<file path="src/rtl/shift_pkg.sv">
`default_nettype none
// +----------------------------------------------------------------------------+
// | Module   : shift_pkg                                                       |
// | Purpose  : Operation encoding and one-level mux helper for shift_pipe.     |
// | Revision : 1.0  initial release                                            |
// +----------------------------------------------------------------------------+
package shift_pkg;

  // Widest datapath the helper supports; callers zero-extend into it.
  localparam int c_shift_max_w = 128;

  typedef enum logic [2:0] {
    OP_SLL = 3'd0,
    OP_SRL = 3'd1,
    OP_SRA = 3'd2,
    OP_SLA = 3'd3,
    OP_ROL = 3'd4,
    OP_ROR = 3'd5
  } shift_op_t;

  // One mux level: shift/rotate by 2**k when en is set. Only the low
  // 'width' bits are meaningful; bits above width are returned as zero.
  // Codes 6/7 fall into the default arm and pass the data through.
  function automatic logic [c_shift_max_w-1:0] shift_level(
    input logic [c_shift_max_w-1:0] data,
    input shift_op_t                op,
    input logic                     fill,
    input int unsigned              k,
    input logic                     en,
    input int unsigned              width
  );
    logic [c_shift_max_w-1:0] w_mask;
    logic [c_shift_max_w-1:0] w_res;
    int unsigned              w_s;
    w_s    = 32'd1 << k;
    w_mask = ~({c_shift_max_w{1'b1}} << width);
    w_res  = data;
    if (en) begin
      case (op)
        OP_SLL, OP_SLA: w_res = (data << w_s) & w_mask;
        OP_SRL:         w_res = data >> w_s;
        OP_SRA:         w_res = (data >> w_s) | (fill ? (w_mask & ~(w_mask >> w_s)) : '0);
        OP_ROL:         w_res = ((data << w_s) | (data >> (width - w_s))) & w_mask;
        OP_ROR:         w_res = ((data >> w_s) | (data << (width - w_s))) & w_mask;
        default:        w_res = data;
      endcase
    end
    return w_res;
  endfunction

endpackage
`default_nettype wire

</file>
<file path="src/rtl/shift_stage.sv">
`default_nettype none
// +----------------------------------------------------------------------------+
// | Module   : shift_stage                                                     |
// | Purpose  : LEVELS combinational mux levels starting at FIRST_LEVEL,        |
// |            followed by the stage register bank (global enable).            |
// | Revision : 1.0  initial release                                            |
// +----------------------------------------------------------------------------+
module shift_stage
  import shift_pkg::*;
#(
  parameter int N_bits      = 32,
  parameter int LEVELS      = 1,
  parameter int FIRST_LEVEL = 0
) (
  input  logic                      clk,
  input  logic                      reset,
  input  logic                      en_i,
  input  logic                      valid_i,
  input  logic [N_bits-1:0]         data_i,
  input  logic [$clog2(N_bits)-1:0] amount_i,
  input  shift_op_t                 op_i,
  input  logic                      fill_i,
  output logic                      valid_o,
  output logic [N_bits-1:0]         data_o,
  output logic [$clog2(N_bits)-1:0] amount_o,
  output shift_op_t                 op_o,
  output logic                      fill_o,
  output logic                      zero_o
);

  logic [N_bits-1:0]         w_lvl [0:LEVELS];
  logic [N_bits-1:0]         data_d;
  logic                      zero_d;

  logic                      valid_q;
  logic [N_bits-1:0]         data_q;
  logic [$clog2(N_bits)-1:0] amount_q;
  shift_op_t                 op_q;
  logic                      fill_q;
  logic                      zero_q;

  assign w_lvl[0] = data_i;

  // A stage with LEVELS = 0 is a plain register slice.
  generate
    for (genvar i = 0; i < LEVELS; i++) begin : g_level
      assign w_lvl[i+1] = N_bits'(shift_level(c_shift_max_w'(w_lvl[i]), op_i, fill_i,
                                              FIRST_LEVEL + i, amount_i[FIRST_LEVEL + i],
                                              N_bits));
    end
  endgenerate

  assign data_d = w_lvl[LEVELS];
  assign zero_d = (data_d == '0);

  // Stage register bank; bubbles load too, so every stage moves in lockstep.
  always_ff @(posedge clk or posedge reset) begin
    if (reset) begin
      valid_q  <= 1'b0;
      data_q   <= '0;
      amount_q <= '0;
      op_q     <= OP_SLL;
      fill_q   <= 1'b0;
      zero_q   <= 1'b0;
    end else if (en_i) begin
      valid_q  <= valid_i;
      data_q   <= data_d;
      amount_q <= amount_i;
      op_q     <= op_i;
      fill_q   <= fill_i;
      zero_q   <= zero_d;
    end
  end

  assign valid_o  = valid_q;
  assign data_o   = data_q;
  assign amount_o = amount_q;
  assign op_o     = op_q;
  assign fill_o   = fill_q;
  assign zero_o   = zero_q;

endmodule
`default_nettype wire

</file>
<file path="src/rtl/shift_pipe.sv">
`default_nettype none
// +----------------------------------------------------------------------------+
// | Module   : shift_pipe                                                      |
// | Purpose  : Pipelined barrel shifter/rotator, STAGES register stages,       |
// |            valid/ready handshake with a single global advance enable.      |
// | Revision : 1.0  initial release                                            |
// +----------------------------------------------------------------------------+
module shift_pipe
  import shift_pkg::*;
#(
  parameter int N_bits = 32,
  parameter int STAGES = 2
) (
  input  logic                      clk,
  input  logic                      reset,
  input  logic                      in_valid,
  output logic                      in_ready,
  input  logic [N_bits-1:0]         in_d,
  input  logic [$clog2(N_bits)-1:0] in_amount,
  input  shift_op_t                 in_op,
  output logic                      out_valid,
  input  logic                      out_ready,
  output logic [N_bits-1:0]         out_d,
  output logic                      out_zero
);

  localparam int c_levels = $clog2(N_bits);
  // Levels per stage, rounded up; trailing stages may get fewer (or none).
  localparam int c_lps    = (c_levels + STAGES - 1) / STAGES;

  logic                      w_advance;
  logic                      w_valid  [0:STAGES];
  logic [N_bits-1:0]         w_data   [0:STAGES];
  logic [$clog2(N_bits)-1:0] w_amount [0:STAGES];
  shift_op_t                 w_op     [0:STAGES];
  logic                      w_fill   [0:STAGES];
  logic                      w_zero   [0:STAGES-1];

  // Stage-0 inputs; the SRA fill bit is captured here and travels with the data.
  assign w_valid[0]  = in_valid;
  assign w_data[0]   = in_d;
  assign w_amount[0] = in_amount;
  assign w_op[0]     = in_op;
  assign w_fill[0]   = in_d[N_bits-1];

  generate
    for (genvar s = 0; s < STAGES; s++) begin : g_stage
      localparam int c_first = s * c_lps;
      localparam int c_nlev  = (c_first >= c_levels) ? 0 :
                               ((c_levels - c_first < c_lps) ? (c_levels - c_first) : c_lps);
      shift_stage #(
        .N_bits      (N_bits),
        .LEVELS      (c_nlev),
        .FIRST_LEVEL (c_first)
      ) u_stage (
        .clk      (clk),
        .reset    (reset),
        .en_i     (w_advance),
        .valid_i  (w_valid[s]),
        .data_i   (w_data[s]),
        .amount_i (w_amount[s]),
        .op_i     (w_op[s]),
        .fill_i   (w_fill[s]),
        .valid_o  (w_valid[s+1]),
        .data_o   (w_data[s+1]),
        .amount_o (w_amount[s+1]),
        .op_o     (w_op[s+1]),
        .fill_o   (w_fill[s+1]),
        .zero_o   (w_zero[s])
      );
    end
  endgenerate

  // Whole pipe moves when the output slot is free or being drained;
  // bubbles are deliberately not collapsed.
  assign w_advance = out_ready | ~out_valid;
  assign in_ready  = w_advance;

  assign out_valid = w_valid[STAGES];
  assign out_d     = w_data[STAGES];
  assign out_zero  = w_zero[STAGES-1];

endmodule
`default_nettype wire
</file>
<file path="config.mk">
export PLATFORM = sky130hd
export DESIGN_NAME = shift_pipe
export DESIGN_NICKNAME = d
export VERILOG_FILES = /design/src/rtl/shift_pkg.sv /design/src/rtl/shift_stage.sv /design/src/rtl/shift_pipe.sv
export SDC_FILE = /design/constraint.sdc
export NUM_CORES = 1
export LEC_CHECK = 0
export ABC_AREA = 1
export BUFFER_PORTS_ARGS = -buffer_cell sky130_fd_sc_hd__buf_2
export CAP_MARGIN = 0
export CELL_PAD_IN_SITES_DETAIL_PLACEMENT = 1
export CELL_PAD_IN_SITES_GLOBAL_PLACEMENT = 2
export CORE_UTILIZATION = 31
export DETAILED_ROUTE_END_ITERATION = 10
export PLACE_DENSITY_LB_ADDON = 0.08
export SYNTH_ARGS = -nofsm -noshare
export SYNTH_HDL_FRONTEND = slang
export SYNTH_SLANG_ARGS = --single-unit
</file>
<file path="constraint.sdc">
create_clock -name clk -period 2.7 [get_ports clk]
set_clock_uncertainty 0.2 [all_clocks]
set_input_delay 0.135 -clock clk [delete_from_list [all_inputs] [get_ports clk]]
set_output_delay 0.135 -clock clk [all_outputs]
set_load 0.005 [all_outputs]
</file>
==> qor.yml <==
outcome:
  status: "completed"
hold_path:
  hold_path.class: "input pin to flip-flop"
sta:
  post-route-period-util_pct: 91.5
  period_needed_ns: 2.47
  rsz0062_at_grt: "no"
  setup_viol: 0
  max_slew_margin_pct: 48.8
  tightest_slew_ns: 0.767
  hold_viol_final: 0
  fin_tns_setup_ns: 0
  maxSlewViolCount: 0
  max_freq_mhz: 405
yosys:
  syn_area_per_cell_um2: 5.86
  yosys_warnings: 0
  syn_area_mm2: 0.00647
  synth.ff_latch_count: 73
  synth_seq_area_share_pct: 28.2
  syn_nets: 1148
  netlist_instances: 1104
  synth_cell_types: 28
critical_path:
  crit_chain: "dlygate4sd3_1 > buf_2 > inv_1 > nand2_1 > o21ai_4 > buf_4 > buf_12 > nand2_1 > o211ai_1 > nand3_1 > nand3_1 > nand2_1 > a21oi_1 > nand2_1 > nand2_1"
  max_stage_delay_ns: 0.53
  slowest_stage: "dlygate4sd3_1"
  required_ns: 2.78
  crit_arrival_ns: 2.55
  crit_start: "in_op[0]"
  crit_path_end_kind: "flip-flop"
  worst-path-max-fanout: 18
  startpoint_type: "input pin"
  crit_type: "input pin to flip-flop"
  crit-reg2reg-launch: "g_stage[0].u_stage.op_o[2]"
  reg2reg_setup_slack_ns: 0.27
  r2r_end: "g_stage[1].u_stage.zero_o"
  reg2regPathDepth: 14
  cpMostUsedCell: "nand2_1"
  crit_path_end: "g_stage[0].u_stage.data_o[9]"
floorplan:
  ios: 79
  num_rows: 52
  initial_core_util_pct: 31.8
  die_y_um: 147
  die_w_um: 147
  die-area_mm2: 0.0215
  core-area_mm2: 0.0204
placement:
  dpl_cell_area_mm2: 0.00726
  place_congestion: 0.875
  dp.final_hpwl_um: 19800
  numPortBuffers: 78
power_and_ir_drop:
  power_switching_mw: 2.10
  p_comb_share_pct: 43.6
  seq_power_share_pct: 32.8
  leakagePower_nw: 3.84
  p_sw_share_pct: 42.2
  clockPowerShare_pct: 23.6
  p_per_area_mw_per_mm2: 648
  peakVddDrop_mv: 0.279
  p_int_mw: 2.87
  power_mw: 4.97
route:
  wl_per_cell_um: 17.8
  drt-initial-drc-count: 379
  vias: 7498
  wirelength_um: 25700
  viasPerCell: 5.19
  ant_nets: 0
  drc: 0
  drtPass1Iterations: 5
global_route:
  grt_use_met2_pct: 42.6
  grt_pass1_vias: 7445
  grt_util_met1_pct: 33.1
  grt_max_degree: 103
  grt_pass1_wl_um: 41600
  antenna_found_initial: 0
  grt_use_total_pct: 24.6
  grtUsageMet3_pct: 1.69
  globalRoute.busiestLayer: "met2"
  grt.overflow.total: 0
layout:
  fill_cells: 2778
  n_antenna_cell: 0
  nets: 1213
  area_growth_pct: 18.4
  drive_gt1_share_pct: 13.8
  post-route-util_pct: 37.6
  design_area_mm2: 0.00766
cts:
  clk_latency_ns: 0.34
  cts.sinks: 73
  cts_max_level: 3
  cts-root-buf: "clkbuf_16"
  clk_pin_slew_ns: 0.06
  cts.path.max_buffers: 2
  cts_tree: "done"
  cts_inserted_buffers: 9
run:
  maxCapViolCount: 0
-- Yosys cell counts --
cell | instances | share of area (%)
a21o_1 | 3 | 0.35
a21oi_1 | 34 | 2.6
a21oi_2 | 1 | 0.14
a31oi_1 | 14 | 1.4
buf_1 | 3 | 0.17
buf_2 | 27 | 2.1
buf_4 | 4 | 0.46
buf_6 | 3 | 0.52
clkbuf_1 | 31 | 1.8
clkinv_1 | 1 | 0.058
dfrtp_1 | 73 | 28
inv_1 | 52 | 3.0
inv_2 | 6 | 0.35
nand2_1 | 439 | 25
nand2_2 | 1 | 0.097
nand3_1 | 220 | 17
nand3_2 | 1 | 0.15
nand4_1 | 10 | 0.97
nor2_1 | 61 | 3.5
nor2_2 | 2 | 0.19
o211ai_1 | 35 | 4.1
o211ai_2 | 2 | 0.39
o21ai_0 | 26 | 2.0
o21ai_1 | 23 | 1.8
o21ai_2 | 3 | 0.41
o22ai_1 | 1 | 0.097
or2_1 | 12 | 1.2
or2_2 | 16 | 1.5
-- worst min-delay path by stage --
| stage | from | to | slack (ns) | depth (start not counted) |
|---|---|---|---|---|
| after floorplan | in_amount[3] | g_stage[0].u_stage.amount_o[3] | 0.06 | 2 |
| after global placement | reset | g_stage[1].u_stage.data_o[1] | 0.12 | 2 |
| after detailed placement | reset | g_stage[1].u_stage.data_o[9] | 0.13 | 2 |
| after CTS | in_amount[2] | g_stage[0].u_stage.data_o[29] | 0.16 | 6 |
| after global routing | out_ready | g_stage[0].u_stage.data_o[21] | 0.19 | 5 |
| final | out_ready | g_stage[1].u_stage.data_o[26] | 0.15 | 5 |
-- kinds of logic (layout without fill, tap and decap cells) --
group / after synthesis / after routing / share of synthesized area (%)
AOI/OAI and AO/OA: 142 / 142 / 13.2
buffers and inverters: 127 / 197 / 8.47
DFF: 73 / 73 / 28.2
and+or+nand+nor: 762 / 762 / 50.1
-- metal layers --
layer | up-vias | part of all wire [%] | wire (um)
met5 | - | 0 | 0
met3 | 23 | 2.0 | 515
li1 | 3777 | - | -
met1 | 3576 | 48 | 12300
met4 | 0 | 1.7 | 448
met2 | 122 | 48 | 12400
-- cell type report --
class,instances,area [um2],share of cell area (%)
Timing Repair Buffer,122,853,11.1
Tap cell,270,338,4.41
Clock inverter,5,56.3,0.735
Multi-Input combinational cell,904,4130,53.9
Clock buffer,11,233,3.04
Sequential cell,73,1830,23.8
Inverter,59,224,2.92
-- registers in the layout, summed over array words and instances, names as in the netlist --
name / count
g_stage.u_stage.zero_o: 1
g_stage.u_stage.data_o: 64
g_stage.u_stage.fill_o: 1
g_stage.u_stage.valid_o: 2
g_stage.u_stage.amount_o: 2
g_stage.u_stage.op_o: 3
-- power groups by stage --
stage | registers [mW] | clock network, mW | logic (mW)
detailed placement | 1.65 | 0 | 2.16
CTS | 1.64 | 1.19 | 2.18
global route | 1.67 | 1.24 | 2.44
floorplan | 1.56 | 0 | 1.39
finish | 1.63 | 1.17 | 2.16
global placement | 1.64 | 0 | 2.13
-- layout by cell type, fill, tap and decap left out, drive strengths merged --
cell type / n
clkinv: 4
nand2: 440
bufinv: 1
a21o: 3
nand3: 221
a21oi: 35
o211ai: 37
nor2: 63
dlygate4sd3: 8
dfrtp: 73
clkinvlp: 1
buf: 114
a31oi: 14
o22ai: 1
o21ai: 52
clkbuf: 11
nand4: 10
or2: 28
inv: 58
-- worst max-delay path, delay by kind of cell --
family	cells	cell delay, ns
buffers and inverters	5	1.08
AO/OA/AOI/OAI	3	0.57
AND/OR/NAND/NOR	7	0.75
-- stage by stage --
stage	cells	hold slack [ns]	worst slack, ns
floorplan	1104	0.0560	0.512
global placement	1417	0.116	0.164
detailed placement	1417	0.133	0.118
CTS	1441	0.158	0.106
global route	1444	0.193	0.0243
finish	1444	0.152	0.230
-- what timing repair did --
| item | 4_1_cts | 5_1_grt |
|---|---|---|
| gates resized for setup | 0 | 4 |
| hold buffers | 8 | 0 |
| hold endpoints to repair | 40 | 0 |
| setup buffers | 0 | 3 |
| endpoints found under the setup margin | 0 | 19 |
Note: power is estimated with default switching activity, not from simulation.
